===== src/rtl/mac_pkg.sv =====
// -----------------------------------------------------------------------------
// mac_pkg
// Shared definitions for the smoothing-MAC family.
//   state_e     : control states of the mac_inverse decoder (IDLE, BUSY, DONE)
//   COEF_NUM    : default numerator of the smoothing coefficient b
//   COEF_FRAC   : default fractional bits of b (b = COEF_NUM / 2**COEF_FRAC)
//   calc_iters  : number of shift-subtract steps the constant divider needs
// -----------------------------------------------------------------------------
package mac_pkg;

  typedef enum logic [1:0] {
    IDLE = 2'd0,
    BUSY = 2'd1,
    DONE = 2'd2
  } state_e;

  localparam int COEF_NUM  = 13;
  localparam int COEF_FRAC = 4;

  // The dividend is |diff| (width+1 bits) scaled by 2**frac, so the divider
  // has to walk width+frac+1 bits, one per step.
  function automatic int calc_iters(input int width, input int frac);
    return width + frac + 1;
  endfunction

endpackage


===== src/rtl/div_const_serial.sv =====
// -----------------------------------------------------------------------------
// div_const_serial
// Unsigned iterative restoring divider by a constant divisor. One quotient bit
// is produced per clock, MSB first.
//
// Parameters:
//   dw_p       dividend / quotient width (also the number of steps)
//   divisor_p  constant divisor, must be > 0
// Ports:
//   clk_i       in   clock, rising edge
//   reset_ni    in   asynchronous active-low reset, clears all registers
//   start_i     in   load dividend_i; the first step is taken on this edge
//   dividend_i  in   [dw_p-1:0] unsigned dividend
//   busy_o      out  steps still outstanding
//   done_o      out  one-cycle pulse: quotient_o holds the final quotient
//   quotient_o  out  [dw_p-1:0] truncated quotient
//
// Timing: start on edge t0 performs step 1, edges t0+1 .. t0+dw_p-1 perform
// the remaining steps, so done_o is high in the cycle after edge t0+dw_p-1.
// A consumer registering the quotient on done_o therefore lands on t0+dw_p.
// -----------------------------------------------------------------------------
module div_const_serial #(
  parameter int dw_p      = 29,
  parameter int divisor_p = 13
) (
  input  logic            clk_i,
  input  logic            reset_ni,
  input  logic            start_i,
  input  logic [dw_p-1:0] dividend_i,
  output logic            busy_o,
  output logic            done_o,
  output logic [dw_p-1:0] quotient_o
);

  // Remainder is always < divisor, so rm_lp bits hold it; the shifted
  // partial remainder needs one more bit before the compare.
  localparam int rm_lp = (divisor_p > 1) ? $clog2(divisor_p + 1) : 1;
  localparam int sh_lp = rm_lp + 1;
  localparam int cw_lp = $clog2(dw_p + 1);

  localparam logic [sh_lp-1:0] divisor_lp = sh_lp'(divisor_p);
  localparam logic [cw_lp-1:0] last_lp    = cw_lp'(dw_p - 1);

  logic [rm_lp-1:0] rem_q, rem_src, rem_d;
  logic [sh_lp-1:0] rem_shift;
  logic [dw_p-1:0]  quo_q, quo_src, quo_d;
  logic [cw_lp-1:0] cnt_q;
  logic             bit_d;

  // quo_q doubles as the dividend shift register: dividend bits leave at the
  // top while quotient bits enter at the bottom.
  always_comb begin
    rem_src   = start_i ? '0 : rem_q;
    quo_src   = start_i ? dividend_i : quo_q;
    rem_shift = {rem_src, quo_src[dw_p-1]};
    rem_d     = rem_shift[rm_lp-1:0];
    bit_d     = 1'b0;
    if (rem_shift >= divisor_lp) begin
      rem_d = rm_lp'(rem_shift - divisor_lp);
      bit_d = 1'b1;
    end
    quo_d = {quo_src[dw_p-2:0], bit_d};
  end

  // cnt_q counts completed steps; it restarts at 1 on start because the
  // first step is folded into the load edge.
  always_ff @(posedge clk_i or negedge reset_ni) begin
    if (!reset_ni) begin
      rem_q  <= '0;
      quo_q  <= '0;
      cnt_q  <= '0;
      busy_o <= 1'b0;
      done_o <= 1'b0;
    end else if (start_i) begin
      rem_q  <= rem_d;
      quo_q  <= quo_d;
      cnt_q  <= cw_lp'(1);
      busy_o <= 1'b1;
      done_o <= 1'b0;
    end else if (busy_o) begin
      rem_q  <= rem_d;
      quo_q  <= quo_d;
      cnt_q  <= cnt_q + cw_lp'(1);
      done_o <= 1'b0;
      if (cnt_q == last_lp) begin
        busy_o <= 1'b0;
        done_o <= 1'b1;
      end
    end else begin
      done_o <= 1'b0;
    end
  end

  assign quotient_o = quo_q;

endmodule


===== src/rtl/mac_inverse.sv =====
// -----------------------------------------------------------------------------
// mac_inverse
// Decoder for the first-order smoothing MAC y[n] = y[n-1] + b*(x[n]-y[n-1]),
// b = coef_num_p / 2**coef_frac_p. Reconstructs
//   x[n] = y[n-1] + trunc((y[n]-y[n-1]) * 2**coef_frac_p / coef_num_p)
// with truncation toward zero and two's-complement wrap to width_p bits.
// One sample in flight; latency N = width_p+coef_frac_p+1 edges from accept to
// valid_o, back-to-back throughput one sample per N+1 cycles.
//
// Ports:
//   clk_i     in   clock, rising edge
//   reset_ni  in   asynchronous active-low reset
//   valid_i   in   data_i carries y[n]
//   data_i    in   [width_p-1:0] signed smoothed sample
//   ready_o   out  block accepts data_i this cycle
//   valid_o   out  data_o carries x[n]
//   data_o    out  [width_p-1:0] signed reconstructed sample
//   ready_i   in   downstream takes data_o this cycle
//
// Handshake: a transfer happens on every rising edge where valid & ready are
// both high on the same channel. ready_o depends combinationally on ready_i
// (DONE can hand off and accept on one edge); valid_o and data_o come straight
// from registers and hold until taken. Upstream must keep valid_i/data_i
// stable while ready_o is low; they are not looked at during BUSY.
// -----------------------------------------------------------------------------
module mac_inverse
  import mac_pkg::*;
#(
  parameter int width_p     = 24,
  parameter int coef_num_p  = COEF_NUM,
  parameter int coef_frac_p = COEF_FRAC
) (
  input  logic               clk_i,
  input  logic               reset_ni,
  input  logic               valid_i,
  input  logic [width_p-1:0] data_i,
  output logic               ready_o,
  output logic               valid_o,
  output logic [width_p-1:0] data_o,
  input  logic               ready_i
);

  localparam int n_lp = calc_iters(width_p, coef_frac_p);

  // state_q is the single observable FSM state for checkers and debug.
  state_e state_q, state_d;

  logic [width_p-1:0] y_prev_q, base_q, data_q;
  logic               sign_q;

  logic               accept;
  logic               div_busy, div_done;
  logic [n_lp-1:0]    quotient;
  logic [width_p:0]   diff, mag;
  logic [n_lp-1:0]    dividend;
  logic [n_lp:0]      base_ext, q_ext, q_signed;
  logic [width_p-1:0] result;

  // ---------------------------------------------------------------- datapath
  // One extra bit makes the difference of two width_p samples exact.
  always_comb begin
    diff     = {data_i[width_p-1], data_i} - {y_prev_q[width_p-1], y_prev_q};
    mag      = diff[width_p] ? (~diff + 1'b1) : diff;
    dividend = {mag, {coef_frac_p{1'b0}}};
  end

  // Sign is applied after the unsigned divide so the truncation is toward
  // zero; the sum is formed wide and only the low width_p bits are kept.
  always_comb begin
    base_ext = {{(n_lp + 1 - width_p){base_q[width_p-1]}}, base_q};
    q_ext    = {1'b0, quotient};
    q_signed = sign_q ? (~q_ext + 1'b1) : q_ext;
    result   = width_p'(base_ext + q_signed);
  end

  div_const_serial #(
    .dw_p      (n_lp),
    .divisor_p (coef_num_p)
  ) u_div (
    .clk_i      (clk_i),
    .reset_ni   (reset_ni),
    .start_i    (accept),
    .dividend_i (dividend),
    .busy_o     (div_busy),
    .done_o     (div_done),
    .quotient_o (quotient)
  );

  // --------------------------------------------------------------------- fsm
  always_ff @(posedge clk_i or negedge reset_ni) begin
    if (!reset_ni) begin
      state_q <= IDLE;
    end else begin
      state_q <= state_d;
    end
  end

  // div_busy is never high in IDLE/DONE; gating on it guarantees the divider
  // is never restarted underneath an in-flight sample.
  always_comb begin
    state_d = state_q;
    ready_o = 1'b0;
    valid_o = 1'b0;
    case (state_q)
      IDLE: begin
        ready_o = !div_busy;
        if (valid_i && ready_o) state_d = BUSY;
      end
      BUSY: begin
        if (div_done) state_d = DONE;
      end
      DONE: begin
        valid_o = 1'b1;
        ready_o = ready_i && !div_busy;
        if (ready_i) state_d = (valid_i && ready_o) ? BUSY : IDLE;
      end
      default: begin
        state_d = IDLE;
      end
    endcase
  end

  assign accept = valid_i && ready_o;

  // ------------------------------------------------------------- registers
  always_ff @(posedge clk_i or negedge reset_ni) begin
    if (!reset_ni) begin
      y_prev_q <= '0;
      base_q   <= '0;
      sign_q   <= 1'b0;
      data_q   <= '0;
    end else begin
      if (accept) begin
        base_q   <= y_prev_q;
        y_prev_q <= data_i;
        sign_q   <= diff[width_p];
      end
      if (state_q == BUSY && div_done) begin
        data_q <= result;
      end
    end
  end

  assign data_o = data_q;

endmodule


===== config.mk =====
export PLATFORM = sky130hd
export DESIGN_NAME = mac_inverse
export DESIGN_NICKNAME = d
export VERILOG_FILES = /design/src/rtl/mac_pkg.sv /design/src/rtl/div_const_serial.sv /design/src/rtl/mac_inverse.sv
export SDC_FILE = /design/constraint.sdc
export NUM_CORES = 1
export LEC_CHECK = 0
export CORE_MARGIN = 2
export CORE_UTILIZATION = 57
export CTS_CLUSTER_SIZE = 20
export DETAILED_ROUTE_END_ITERATION = 8
export GPL_TIMING_DRIVEN = 0
export PLACE_DENSITY_LB_ADDON = 0.15
export SYNTH_ARGS = -nofsm -noshare
export SYNTH_HDL_FRONTEND = slang
export SYNTH_SLANG_ARGS = --single-unit

===== constraint.sdc =====
create_clock -name clk_i -period 11.4 [get_ports clk_i]
set_input_delay 2.85 -clock clk_i [delete_from_list [all_inputs] [get_ports clk_i]]
set_output_delay 2.85 -clock clk_i [all_outputs]
set_load 0.02 [all_outputs]

==> summary.md, run 1 <==
| Metric | Value |
|---|---|
| Critical path type | in -> out |
| Antenna cells | 0 |
| Clk_skew | 5.433 ps |
| Post-synth EDFFs | 0 |
| Final nets | 1083 |
| Final Cycle Share | around 65% |
| Initial antenna violation count | 0 |
| Skew-Pair Late Insertion Delay | about 430 ps |
| Routed vias | 6988 |
| Die X | 122.4 microns |
| Critical-path top delay cell | clkdlybuf4s50_1 |
| GRT Util Overall | 28.54% |
| Share of layout cells above drive strength 1 | 6.312% |
| Syn nets | roughly 1000 |
| Status | completed |
| Layout area overhead | 17.11% |
| RSZ-0062 raised after global routing | no |
| Initial cell density of the core | 58.03% |
| Hold-fix buffers, CTS | 0 |
| Die height | about 120 microns |
| Seq/Total Area, Yosys | 36.01% |
| CP Capture Type | output pin |
| Post-Layout Cell Count | 1194 |
| Detailed Place HPWL | 14.72 mm |
| PortBufs | 53 |
| Max Root-Sink Buffers | 2 |
| Worst hold path class | reg -> reg |
| Top-Level Pins | between 50 and 60 |
| Worst relative slew slack | 51.99% |
| Drt total wl | 19.77 mm |
| Worst path max stage delay | ~700 ps |
| CTS tree | yes |
| WL/cell | 16.56 microns |
| Core Box Area | 13770 sq um |
| CP startpoint kind | primary input |
| YS warnings | 0 |
| Actual slew at the worst max-slew pin | between 700 and 800 ps |
| Inst Count DP | 1162 |
| First-pass GRT wire length | ~33 mm |
| Max cap viols | 0 |
| DRC | 0 |
| DR iter-0 viols | 474 |
| Gpl congestion | 0.9233 |
| Clock slew at reported path FFs | ~50 ps |
| Antenna Nets Post-Route | 0 |
| Drt pass-1 iters | 5 |
| Row Count | 43 |
| Largest net degree at the start of global routing | 72 |
| Max-slew violations | 0 |
| Synth Flop Type | dfrtp_1 |
| Hold Vio Cnt, Final | 0 |
| Min Tclk post-route | 7431 ps |
| Cells after synthesis | 928 |
| Crit path max fanout | 3 |
| Fin Setup TNS | 0 ps |
| Area of the die | between 10000 and 15000 sq um |
| Post-DR vias/cell | a little under 6 |
| Post_cts resized | 0 |
| Post-synth ARST share | 100.0% |
| H-tree levels | 4 |
| Root Driver | clkbuf_16 |
| Final setup fails | 0 |
| Synthesized cell area | 7993 sq um |
| Remaining Overflow, GRT | 0 |
| Synthesis-stage register bit count | ~120 |
| CP Data Required Time | 8550 ps |
| Sink Count | 115 |
| Yosys cell types | 72 |
| Cell mode on critical path | clkdlybuf4s50_1 |
| Vias in the first global route | 6791 |
| Avg Cell Area, Syn | 8.613 sq um |
| Critical Path, Cell by Cell | clkdlybuf4s50_1, inv_1, a211oi_1, clkdlybuf4s50_1 |
| Inserted Clock Buffers | 17 |
| Fillers | 1170 |
| Post-CTS Setup Inserts | 0 |
| Fmax | 134.6 MHz |
| Critical path arrival | 4580 ps |
-- synthesized netlist by cell type, types with 3 or more instances --
cell,count,share of area (%)
inv_1,47,2.2
a22oi_1,4,0.38
o21ai_0,114,7.1
nor2_1,45,2.1
nand3_1,8,0.50
ha_1,52,8.1
o41ai_1,4,0.44
o21ai_1,12,0.75
a211oi_1,16,1.5
and3_1,3,0.23
a21o_1,20,1.9
nand2_1,138,6.5
nor3_1,6,0.38
and2_1,5,0.39
o211ai_1,8,0.75
a41oi_1,4,0.44
nand2b_1,9,0.70
a21oi_1,52,3.3
or4_1,4,0.38
a31oi_1,11,0.86
clkbuf_1,32,1.5
o31ai_1,11,1.0
xor2_1,30,3.3
o21ai_2,3,0.33
o21a_1,5,0.47
o21bai_1,6,0.56
or3_1,10,0.78
buf_1,5,0.23
nor2b_1,8,0.63
nor4_1,3,0.23
nand4_1,13,1.0
mux2i_1,15,1.9
xnor2_1,49,5.4
o31a_1,3,0.33
dfrtp_1,115,36
o22ai_1,4,0.31
buf_2,4,0.25
-- layout make-up --
cell class	instances	area (sq um)	area share [%]
Buffer	42	170.2	1.818
Clock buffer	21	480.5	5.133
Clock inverter	11	102.6	1.096
Inverter	47	176.4	1.885
Multi-Input combinational cell	724	4768	50.94
Sequential cell	115	2878	30.74
Tap cell	180	225.2	2.406
Timing Repair Buffer	54	559.3	5.975
-- cells in the final DEF (no fill, tap or decap), drive strengths merged, types with 15 or more instances in the layout --
cell           count
nand2            139
o21ai            129
inv               48
nor2              45
clkdlybuf4s50     52
a21oi             54
mux2i             15
xnor2             49
a21o              20
ha                52
a211oi            18
xor2              30
dfrtp            115
clkbuf            53
-- sequential cells by signal (all words and copies together), names as in the netlist --
name              cells
u_div.cnt_q           5
u_div.quotient_o     29
state_q               2
base_q               24
u_div.done_o          1
u_div.rem_q           4
y_prev_q             24
u_div.busy_o          1
data_o               24
sign_q                1
-- metrics by stage --
step	hold slack, ps	setup WS, ps	instance area (sq um)	util (%)
6_report	473.3	3969	9360	67.96
4_1_cts	481.4	3996	9360	67.96
3_3_place_gp	459.7	3069	8748	63.52
2_1_floorplan	435.6	5009	7993	-
5_1_grt	492.4	3899	9360	67.96
3_5_place_dp	469.2	3928	8777	63.73
-- worst paths after layout --
check | slack [ps] | depth (start not counted) | endpoint | start
max | 3970 | 4 | ready_o | ready_i
min | 470 | 2 | data_o[15]$_DFFE_PN0P_ | data_o[15]$_DFFE_PN0P_
max reg2reg | 6870 | 16 | u_div.rem_q[1]$_DFFE_PN0P_ | y_prev_q[0]$_DFFE_PN0P_
min reg2reg | 470 | 2 | data_o[15]$_DFFE_PN0P_ | data_o[15]$_DFFE_PN0P_
max in group asynchronous | 8360 | 2 | u_div.quotient_o[21]$_DFFE_PN0P_ | reset_ni
min in group asynchronous | 2350 | 1 | data_o[5]$_DFFE_PN0P_ | reset_ni
-- metal layers --
layer	track usage, %	wire length [microns]	vias up
met3	5.344	899	31
met5	0	0	-
li1	-	-	3456
met1	38.45	9147	3324
met2	46.53	9363	177
met4	9.267	363	0
-- logic make-up (layout without fill, tap and decap cells) --
group / after synthesis / after routing / synth area share [%]
AO/OA/AOI/OAI: 307 / 307 / 24.67
AND/OR/NAND/NOR: 267 / 267 / 15.53
flip-flops: 115 / 115 / 36.01
buffers and inverters: 89 / 175 / 4.336
XOR/XNOR: 79 / 79 / 8.657
adder cells (fa/ha/maj): 54 / 54 / 8.641
multiplexers: 17 / 17 / 2.160
-- critical path: cells and delay by family --
kind                   cells  cell delay (ps)
buffers and inverters      3             1210
AO/OA/AOI/OAI              1              520
Power of run 1 is left out: the tool's default activity adds up to more than one toggle a clock period on the data nets, which glitch-free logic cannot reach.
==> run 2: changes to the inputs <==
--- a/config.mk
+++ b/config.mk
@@ -6,7 +6,7 @@
 export NUM_CORES = 1
 export LEC_CHECK = 0
 export CORE_MARGIN = 2
-export CORE_UTILIZATION = 57
+export CORE_UTILIZATION = 54
 export CTS_CLUSTER_SIZE = 20
 export DETAILED_ROUTE_END_ITERATION = 8
 export GPL_TIMING_DRIVEN = 0
==> constraint.sdc (replaced) <==
create_clock -name clk_i -period 6.3 [get_ports clk_i]
set_input_delay 1.575 -clock clk_i [delete_from_list [all_inputs] [get_ports clk_i]]
set_output_delay 1.575 -clock clk_i [all_outputs]
set_load 0.02 [all_outputs]
==> run 2 against run 1 <==
- clock skew increased by 3.5 ps
- wire length decreased by 0.25%
- non-clock buffer count stayed put
- via count fell by 0.57%
- global-route usage down 2.2 points
- flip-flop and latch count unchanged
- core utilization shrank 3.3 points
- worst hold slack worse by 1.4 ps
- worst setup slack lost 3500 ps
- sequential share of layout area did not move
- register-to-register slack got worse by 5100 ps
- critical path depth up 15
- critical path type is now in -> reg
- highest routed layer unchanged
==> summary.md, run 2 (synthesized netlist as in run 1, its figures left out) <==
| Metric | Value |
|---|---|
| CP Capture Type | register |
| H-tree levels | 4 |
| Post-DR vias/cell | 5.800 |
| RSZ-0062 raised after global routing | no |
| Remaining Overflow, GRT | 0 |
| Actual slew at the worst max-slew pin | slightly below 800 ps |
| DRC | 0 |
| Routed vias | roughly 7000 |
| Critical Path, Cell by Cell | clkdlybuf4s50_1, inv_1, ha_1, fa_1, nand2b_1, a21oi_2, o21ai_2, o211ai_1, a41oi_1, o31a_1, buf_2, nand4b_1, nand2_1, ha_1, or3_1, a31oi_1, o21ai_0, a21oi_1, nand2_1 |
| Status | completed |
| Worst relative slew slack | 47.38% |
| Max-slew violations | 0 |
| Max FFs per register | 29 |
| Clock slew at reported path FFs | 50 ps |
| Largest net degree at the start of global routing | 74 |
| Post_cts resized | 0 |
| Critical path type | in -> reg |
| Critical path's top delay family | compound AO/OA/AOI/OAI gates |
| WL/cell | 16.46 microns |
| Worst setup margin | around 480 ps |
| Fmax | 171.8 MHz |
| Die height | 125.7 microns |
| Max Root-Sink Buffers | 2 |
| Hold Vio Cnt, Final | 0 |
| Critical path buffer and inverter count | 3 |
| Skew-Pair Late Insertion Delay | 420 ps |
| Post-Layout Cell Count | 1198 |
| Hold-fix buffers, CTS | 0 |
| Antenna cells | 0 |
| Critical path arrival | 6120 ps |
| Multi-input gate area | 4768 sq um |
| Crit path max fanout | 10 |
| Critical-path top delay cell | clkdlybuf4s50_1 |
| Initial cell density of the core | 55.20% |
| Drt pass-1 iters | 5 |
| Drt total wl | 19.72 mm |
| Gpl congestion | slightly above 0.9 |
| Row Count | 44 |
| CTS tree | yes |
| Initial antenna violation count | 0 |
| Reg area | 2878 sq um |
| CP Data Required Time | between 6000 and 7000 ps |
| Vias in the first global route | 6667 |
| Final Cycle Share | between 90% and 100% |
| Core Box Area | around 14000 sq um |
| CP startpoint kind | primary input |
| Final nets | 1083 |
| DR iter-0 viols | 406 |
| Worst slack at placement | 93.76 ps |
| Antenna Nets Post-Route | 0 |
| Fillers | 1244 |
| Post-CTS Setup Inserts | 0 |
| Sink Count | 115 |
| Inserted Clock Buffers | 17 |
| Commonest non-fill, non-tap cells in the layout | nand2_1, dfrtp_1, o21ai_0 |
| Worst hold path class | reg -> reg |
| First-pass GRT wire length | 33.42 mm |
| Area of the die | 15790 sq um |
| GRT Util Overall | 26.34% |
| Share of layout cells above drive strength 1 | 6.312% |
| Final setup fails | 0 |
| Top-Level Pins | 54 |
| PortBufs | 53 |
| Layout area overhead | 17.11% |
| Root Driver | clkbuf_16 |
| Worst path max stage delay | roughly 460 ps |
| Detailed Place HPWL | 14.73 mm |
| Min Tclk post-route | 5821 ps |
| Inst Count DP | 1166 |
| Die X | 125.7 microns |
| Clk_skew | 8.937 ps |
| Most common cell after layout, fill and taps aside | nand2_1 |
| Max cap viols | 0 |
==> run 2: final cells by class <==
type	count	area share [%]
sequential	115	30.74
buffer	42	1.818
clock inverter	14	1.484
timing repair buffer	54	5.975
clock buffer	18	4.692
inverter	47	1.885
tap	184	2.460
multi-input combinational	724	50.94
==> run 2: layer usage <==
| metal | vias to the layer above | GRT usage [%] | wire length [microns] | part of all wire, % |
|---|---|---|---|---|
| met1 | 3255 | 35.71 | 9253 | 47 |
| met5 | - | 0 | 0 | 0 |
| met4 | 0 | 9.869 | 470 | 2.4 |
| li1 | 3474 | - | - | - |
| met3 | 31 | 4.588 | 855 | 4.3 |
| met2 | 188 | 42.54 | 9145 | 46 |
==> run 2: through the flow <==
stage | setup TNS [ps] | instance area (sq um) | hold slack (ps) | utilization [%]
2_1_floorplan | 0 | 7993 | 435.6 | -
3_3_place_gp | -95920 | 8753 | 459.2 | 60.46
3_5_place_dp | 0 | 8782 | 467.0 | 60.66
4_1_cts | 0 | 9360 | 479.2 | 64.65
5_1_grt | 0 | 9360 | 502.8 | 64.65
6_report | 0 | 9360 | 471.9 | 64.65
==> run 2: worst paths after layout <==
path	startpoint	endpoint	slack [ps]	cells after the start
setup / recovery	data_i[0]	u_div.rem_q[0]$_DFFE_PN0P_	480	19
hold / removal	data_o[17]$_DFFE_PN0P_	data_o[17]$_DFFE_PN0P_	470	2
setup reg to reg	y_prev_q[0]$_DFFE_PN0P_	u_div.rem_q[0]$_DFFE_PN0P_	1760	17
hold reg to reg	data_o[17]$_DFFE_PN0P_	data_o[17]$_DFFE_PN0P_	470	2
max in group asynchronous	reset_ni	y_prev_q[22]$_DFFE_PN0P_	4540	2
min in group asynchronous	reset_ni	data_o[5]$_DFFE_PN0P_	1070	1
==> run 2: worst min-delay path: cells and delay by family (launching register included) <==
family / cells / cell delay, ps
compound gates: 1 / 60
simple gates: 1 / 40
flops: 1 / 330
Power of run 2 is left out for the same reason.
